$ cat src/rtl/ex_pg_sequencer_if.sv
// ex_pg_sequencer_if: decode-stage hints in, power-switch / isolation /
// stall controls out. The decode side uses master, the sequencer slave.
interface ex_pg_sequencer_if;
   logic ins_vld_i_pgs;
   logic mul_ins_i_pgs;
   logic sh_ins_i_pgs;
   logic mul_pwr_en_o_pgs;
   logic mul_iso_o_pgs;
   logic mul_rdy_o_pgs;
   logic sh_pwr_en_o_pgs;
   logic sh_iso_o_pgs;
   logic sh_rdy_o_pgs;
   logic stall_o_pgs;

   modport master (
      output ins_vld_i_pgs, mul_ins_i_pgs, sh_ins_i_pgs,
      input  mul_pwr_en_o_pgs, mul_iso_o_pgs, mul_rdy_o_pgs,
      input  sh_pwr_en_o_pgs, sh_iso_o_pgs, sh_rdy_o_pgs,
      input  stall_o_pgs
   );

   modport slave (
      input  ins_vld_i_pgs, mul_ins_i_pgs, sh_ins_i_pgs,
      output mul_pwr_en_o_pgs, mul_iso_o_pgs, mul_rdy_o_pgs,
      output sh_pwr_en_o_pgs, sh_iso_o_pgs, sh_rdy_o_pgs,
      output stall_o_pgs
   );
endinterface

$ cat src/rtl/ex_pg_sequencer.sv
// ex_pg_sequencer: power-gating sequencer for the execute-stage multiplier
// and shifter. One FSM per unit: wake on demand, sleep after an idle window,
// isolation always asserted one cycle before power is removed.
//
// Optional feature macro: PGSEQ_INRUSH_LIMIT_EN
//   defined   -> at most one unit in WAKE at a time, multiplier has priority
//   undefined -> the two unit FSMs are fully independent
//
// state | meaning
// ------+-----------------------------------------------------------
// OFF   | switch open, isolated, unit unusable
// WAKE  | switch closed, still isolated while the rail settles
// ON    | powered and de-isolated; idle counter tracks non-use
// ISO   | isolated, still powered; one cycle before power-off
//       | (held longer only while an inrush-deferred request waits)
module ex_pg_sequencer #(
   parameter int WAKE_CYC = 4,    // >= 1
   parameter int IDLE_CYC = 16,   // >= 2
   parameter int CNT_W    = 5     // must hold max(WAKE_CYC, IDLE_CYC)
) (
   input logic               clk,
   input logic               rst_n,
   ex_pg_sequencer_if.slave  pgs
);

   typedef enum logic [1:0] {
      ST_OFF  = 2'd0,
      ST_WAKE = 2'd1,
      ST_ON   = 2'd2,
      ST_ISO  = 2'd3
   } pg_state_e;

   typedef struct packed {
      pg_state_e        st;
      logic [CNT_W-1:0] cnt;
   } unit_t;

   localparam logic [CNT_W-1:0] WAKE_LAST = CNT_W'(WAKE_CYC - 1);
   // The compare sits one below IDLE_CYC-1 because the counter only clears
   // on the edge after a request: this puts ISO exactly IDLE_CYC cycles
   // after the last request.
   localparam logic [CNT_W-1:0] IDLE_LAST = CNT_W'(IDLE_CYC - 2);
   localparam logic [CNT_W-1:0] CNT_MAX   = {CNT_W{1'b1}};
   localparam unit_t            UNIT_RST  = '{st: ST_OFF, cnt: '0};

   unit_t mul_q, mul_d;
   unit_t sh_q,  sh_d;
   logic  mul_req, sh_req;
   logic  mul_grant, sh_grant;

   assign mul_req = pgs.ins_vld_i_pgs & pgs.mul_ins_i_pgs;
   assign sh_req  = pgs.ins_vld_i_pgs & pgs.sh_ins_i_pgs;

   // A blocked (grant=0) request leaves OFF/ISO units where they are.
   function automatic unit_t unit_next(input unit_t cur, input logic req,
                                       input logic grant);
      unit_t nxt;
      nxt = cur;
      case (cur.st)
         ST_OFF: begin
            if (req && grant) begin
               nxt.st  = ST_WAKE;
               nxt.cnt = '0;
            end
         end
         ST_WAKE: begin
            if (cur.cnt >= WAKE_LAST) begin
               nxt.st  = ST_ON;
               nxt.cnt = '0;
            end else begin
               nxt.cnt = cur.cnt + CNT_W'(1);
            end
         end
         ST_ON: begin
            if (req) begin
               nxt.cnt = '0;
            end else if (cur.cnt >= IDLE_LAST) begin
               nxt.st  = ST_ISO;
               nxt.cnt = '0;
            end else if (cur.cnt != CNT_MAX) begin
               nxt.cnt = cur.cnt + CNT_W'(1);
            end
         end
         ST_ISO: begin
            if (req) begin
               if (grant) begin
                  nxt.st  = ST_WAKE;
                  nxt.cnt = '0;
               end
            end else begin
               nxt.st  = ST_OFF;
               nxt.cnt = '0;
            end
         end
         default: nxt = UNIT_RST;
      endcase
      return nxt;
   endfunction

   // Next-state for both units; with inrush limiting the shifter only wakes
   // when the multiplier will not be in WAKE after this edge.
   always_comb begin
      mul_grant = 1'b1;
      sh_grant  = 1'b1;
`ifdef PGSEQ_INRUSH_LIMIT_EN
      mul_grant = !((sh_q.st == ST_WAKE) && (sh_q.cnt < WAKE_LAST));
`endif
      mul_d = unit_next(mul_q, mul_req, mul_grant);
`ifdef PGSEQ_INRUSH_LIMIT_EN
      sh_grant = (mul_d.st != ST_WAKE);
`endif
      sh_d = unit_next(sh_q, sh_req, sh_grant);
   end

   // State registers; reset forces both units OFF immediately.
   always_ff @(posedge clk or negedge rst_n) begin
      if (!rst_n) begin
         mul_q <= UNIT_RST;
         sh_q  <= UNIT_RST;
      end else begin
         mul_q <= mul_d;
         sh_q  <= sh_d;
      end
   end

   assign pgs.mul_pwr_en_o_pgs = (mul_q.st != ST_OFF);
   assign pgs.mul_iso_o_pgs    = (mul_q.st != ST_ON);
   assign pgs.mul_rdy_o_pgs    = (mul_q.st == ST_ON);
   assign pgs.sh_pwr_en_o_pgs  = (sh_q.st != ST_OFF);
   assign pgs.sh_iso_o_pgs     = (sh_q.st != ST_ON);
   assign pgs.sh_rdy_o_pgs     = (sh_q.st == ST_ON);

   assign pgs.stall_o_pgs = pgs.ins_vld_i_pgs &
                            ((pgs.mul_ins_i_pgs & ~pgs.mul_rdy_o_pgs) |
                             (pgs.sh_ins_i_pgs  & ~pgs.sh_rdy_o_pgs));

endmodule
$ cat src/flat_wrapper.sv
// flat-port wrapper written by rule: the top's interface ports become plain ports
module ex_pg_sequencer_flat 
#(
   parameter int WAKE_CYC = 4,           
   parameter int IDLE_CYC = 16,          
   parameter int CNT_W    = 5                                         
)
  (clk, rst_n, pgs_ins_vld_i_pgs, pgs_mul_ins_i_pgs, pgs_sh_ins_i_pgs, pgs_mul_pwr_en_o_pgs, pgs_mul_iso_o_pgs, pgs_mul_rdy_o_pgs, pgs_sh_pwr_en_o_pgs, pgs_sh_iso_o_pgs, pgs_sh_rdy_o_pgs, pgs_stall_o_pgs);
  ex_pg_sequencer_if pgs_i ();
  input logic clk;
  input logic rst_n;
  input wire logic [$bits(pgs_i.ins_vld_i_pgs)-1:0] pgs_ins_vld_i_pgs;
  input wire logic [$bits(pgs_i.mul_ins_i_pgs)-1:0] pgs_mul_ins_i_pgs;
  input wire logic [$bits(pgs_i.sh_ins_i_pgs)-1:0] pgs_sh_ins_i_pgs;
  output wire logic [$bits(pgs_i.mul_pwr_en_o_pgs)-1:0] pgs_mul_pwr_en_o_pgs;
  output wire logic [$bits(pgs_i.mul_iso_o_pgs)-1:0] pgs_mul_iso_o_pgs;
  output wire logic [$bits(pgs_i.mul_rdy_o_pgs)-1:0] pgs_mul_rdy_o_pgs;
  output wire logic [$bits(pgs_i.sh_pwr_en_o_pgs)-1:0] pgs_sh_pwr_en_o_pgs;
  output wire logic [$bits(pgs_i.sh_iso_o_pgs)-1:0] pgs_sh_iso_o_pgs;
  output wire logic [$bits(pgs_i.sh_rdy_o_pgs)-1:0] pgs_sh_rdy_o_pgs;
  output wire logic [$bits(pgs_i.stall_o_pgs)-1:0] pgs_stall_o_pgs;
  assign pgs_i.ins_vld_i_pgs = pgs_ins_vld_i_pgs;
  assign pgs_i.mul_ins_i_pgs = pgs_mul_ins_i_pgs;
  assign pgs_i.sh_ins_i_pgs = pgs_sh_ins_i_pgs;
  assign pgs_mul_pwr_en_o_pgs = pgs_i.mul_pwr_en_o_pgs;
  assign pgs_mul_iso_o_pgs = pgs_i.mul_iso_o_pgs;
  assign pgs_mul_rdy_o_pgs = pgs_i.mul_rdy_o_pgs;
  assign pgs_sh_pwr_en_o_pgs = pgs_i.sh_pwr_en_o_pgs;
  assign pgs_sh_iso_o_pgs = pgs_i.sh_iso_o_pgs;
  assign pgs_sh_rdy_o_pgs = pgs_i.sh_rdy_o_pgs;
  assign pgs_stall_o_pgs = pgs_i.stall_o_pgs;
  ex_pg_sequencer #(.WAKE_CYC(WAKE_CYC), .IDLE_CYC(IDLE_CYC), .CNT_W(CNT_W)) u_core (.clk(clk), .rst_n(rst_n), .pgs(pgs_i));
endmodule
$ cat config.mk
export PLATFORM = sky130hd
export DESIGN_NAME = ex_pg_sequencer_flat
export DESIGN_NICKNAME = d
export VERILOG_FILES = /design/src/rtl/ex_pg_sequencer_if.sv /design/src/rtl/ex_pg_sequencer.sv /design/src/flat_wrapper.sv
export SDC_FILE = /design/constraint.sdc
export NUM_CORES = 1
export LEC_CHECK = 0
export CORE_ASPECT_RATIO = 1.4
export CORE_MARGIN = 5
export CORE_UTILIZATION = 40
export CTS_CLUSTER_DIAMETER = 150
export DETAILED_ROUTE_END_ITERATION = 16
export PLACE_DENSITY = 0.72
export SLEW_MARGIN = 15
export SYNTH_ARGS = -nofsm -noshare
export SYNTH_HDL_FRONTEND = slang
export SYNTH_SLANG_ARGS = --single-unit
$ cat constraint.sdc
create_clock -name clk -period 2.76 [get_ports clk]
set_input_delay 0.552 -clock clk [delete_from_list [all_inputs] [get_ports clk]]
set_output_delay 0.552 -clock clk [all_outputs]
set_load 0.01 [all_outputs]
==> summary.txt <==
Route
  • Starting DRT DRC Count: 37
  • DRC: 0
  • TritonRoute pass-1 iters: 4
  • DR vias/cell: 5.500
  • ANT nets after route: 0
  • Drt wl/cell: 13.08 um
  • Final wirelength: approximately 2100 um
  • Via total after detailed routing: 880

Critical path
  • Worst path slowest cell: clkdlybuf4s50_1
  • Setup crit end kind: primary output
  • Startpoint Class: register
  • CP Max Fanout: 4
  • WS Path Type: register to primary output
  • Req. time, crit path: 2.21 ns
  • Top cell by count, worst path: inv_1
  • Max incr delay on CP: 0.55 ns
  • CP arrival: 1.91 ns
  • CP cell instances: inv_1 > ha_1 > inv_1 > a22oi_1 > nor2b_1 > clkdlybuf4s50_1

Logic synthesis
  • Seq cells post-synth: 14
  • Sequential cell area fraction in the yosys report: 0.3337
  • Synth Area per Inst: 9.543 um^2
  • EDFF count, synth: 0
  • Synth Instances: 110
  • Syn Nets: between 100 and 150
  • Mapped Area: ~0.0010 mm^2
  • Ys async rst share: 1.000
  • Synth cell types: 40
  • YS warnings: 0
  • Ys flop type: dfrtp_1

Floorplanning
  • Standard-cell rows: 22
  • Placeable core area: 0.002560 mm^2
  • Die H: 70.62 um
  • Die Footprint: 0.003763 mm^2
  • Ports: 12
  • DIE WIDTH: 53.30 um
  • Starting Density: 0.4101

GRT
  • First-pass GRT wire length: approximately 3800 um
  • Total GRT Usage: 0.1318
  • Vias in the first global route: 901
  • Largest net degree at the start of global routing: 15
  • Remaining global-route overflow: 0
  • Initial antenna violation count: 0

Timing
  • Hold Fails Final Rpt: 0
  • Slew Viols, Final: 0
  • Worst hold slack: 0.5507 ns
  • Slew HR: 0.5662
  • Slew @ Worst Pin: 0.6486 ns
  • Post-route setup TNS: 0 ns
  • Fmax: 406.0 MHz
  • Unrepaired setup endpoints after global routing: no
  • Clk_skew: 0.006089 ns
  • Period utilization: 0.8924
  • Min cycle time layout: ~2.5 ns
  • Setup violators final: 0

Clocking
  • Post-CTS setup buffer count: 0
  • CTS Hold Bufs: 0
  • CTS clk-pin slew, worst paths: 0.09 ns
  • Htree depth: 1
  • Max Root-Sink Buffers: 2
  • CTS sink count: 14
  • CTS buffer count: 3
  • Worst-Skew Late Latency: 0.29 ns
  • Post-CTS sizing: 0
  • CTS tree: built
  • Root Driver: clkbuf_4

Placed design
  • Number of port buffers: 11
  • Dpl cell area: 0.001202 mm^2
  • RePlAce Congestion: 0.7896
  • Placed Cells: roughly 160
  • Post-DP HPWL: 1618 um

Run
  • Max-Cap Viols: 0

Power
  • PD cells: 952.6 mW/mm^2
  • Max IR drop VDD: 0.0004872 V
  • P_leak: 0.5720 nW

Cells and area
  • N_diodes: 0
  • Layout area overhead: 18.00%
  • Finished Cell Area: between 0.001 and 0.0015 mm^2
  • Cell Count, Final, Fillers Out: 160
  • Final net count: between 100 and 150
  • Layout cells sized above 1: 0.1210

Hold path
  • Worst hold path type: register to register

Outcome
  • Outcome: finished clean
## placed cells by master, fill, tap and decap left out, types with 3 or more instances in the layout
cell type and n:
nand2_1 14, dfrtp_1 14, ha_1 15, clkdlybuf4s50_1 11, clkbuf_4 3, nand3_1 4, nand2b_1 3, o21ai_1 6
inv_1 9
## synthesized netlist by cell type (2+ instances only)
master,number,share of area
o21ai_1,6,0.029
a31oi_1,2,0.012
nand2b_1,3,0.018
buf_2,2,0.0095
a21oi_1,2,0.0095
nor4_1,2,0.012
and3_1,2,0.012
o31ai_2,2,0.024
nand2_1,14,0.050
inv_1,9,0.032
a21oi_2,2,0.017
nand3_1,4,0.019
mux2_1,2,0.021
a22oi_1,2,0.014
dfrtp_1,14,0.33
ha_1,15,0.18
a311oi_1,2,0.017
nor2b_1,2,0.012
nor2_1,2,0.0072
## cell type report
| cell class | instances | area [um^2] |
|---|---|---|
| clock buffers | 4 | 36.28 |
| multi-input cells | 84 | 651.9 |
| well taps | 36 | 45.04 |
| flip-flops and latches | 14 | 350.3 |
| fillers | 245 | 1321 |
| repair buffers | 12 | 117.6 |
| inverters | 10 | 37.54 |
## metal layers
layer | vias to the layer above | track usage | part of all wire
met5 | - | 0 | 0
met4 | 0 | 0.07670 | 0.030
met3 | 8 | 0.01474 | 0.026
met2 | 21 | 0.2128 | 0.52
met1 | 421 | 0.1638 | 0.42
li1 | 430 | - | -
## state kept, by name, indices dropped and copies added, names as in the netlist
| name | count |
|---|---|
| u_core.sh_q | 7 |
| u_core.mul_q | 7 |
## logic make-up (layout without fill, tap and decap cells)
group | after synthesis | after routing | synth area share
and+or+nand+nor | 36 | 36 | 0.1883
AOI/OAI and AO/OA | 30 | 30 | 0.2181
adders and majority gates | 15 | 15 | 0.1788
DFF | 14 | 14 | 0.3337
buffers and inverters | 12 | 26 | 0.04529
muxes | 3 | 3 | 0.03575
## power by group
part	total (mW)	internal (mW)	leakage [nW]	switching [mW]
logic	0.697	0.327	0.366	0.370
registers	0.328	0.261	0.185	0.0667
clock network	0.155	0.0804	0.0210	0.0748
total	1.18	0.669	0.572	0.511
## worst paths after layout
| check | startpoint | endpoint | slack [ns] | depth (start not counted) |
|---|---|---|---|---|
| max | u_core.mul_q[5]$_DFFE_PN0P_ | pgs_stall_o_pgs | 0.30 | 6 |
| min | u_core.sh_q[0]$_DFFE_PN0P_ | u_core.sh_q[0]$_DFFE_PN0P_ | 0.55 | 1 |
| max reg2reg | u_core.sh_q[5]$_DFFE_PN0P_ | u_core.sh_q[6]$_DFFE_PN0P_ | 0.85 | 6 |
| min reg2reg | u_core.sh_q[0]$_DFFE_PN0P_ | u_core.sh_q[0]$_DFFE_PN0P_ | 0.55 | 1 |
| max in group asynchronous | rst_n | u_core.sh_q[3]$_DFFE_PN0P_ | 1.69 | 1 |
| min in group asynchronous | rst_n | u_core.mul_q[5]$_DFFE_PN0P_ | 0.65 | 1 |
## stage by stage
stage / util / total power, mW / worst slack (ns)
after floorplan: - / 0.8060 / 1.056
after global placement: 0.4697 / 1.007 / 0.3554
after detailed placement: 0.4697 / 1.032 / 0.3305
after CTS: 0.4839 / 1.194 / 0.2879
after global routing: 0.4839 / 1.296 / 0.1598
final: 0.4839 / 1.180 / 0.2970
## worst max-delay path: cells and delay by family (launching register included)
family / cells / cell delay, ns
buffers and inverters: 3 / 0.77
flip-flops: 1 / 0.40
AO/OA/AOI/OAI: 1 / 0.09
adder cells (fa/ha/maj): 1 / 0.23
AND/OR/NAND/NOR: 1 / 0.13
No activity file was read; power rests on OpenSTA's default activity.
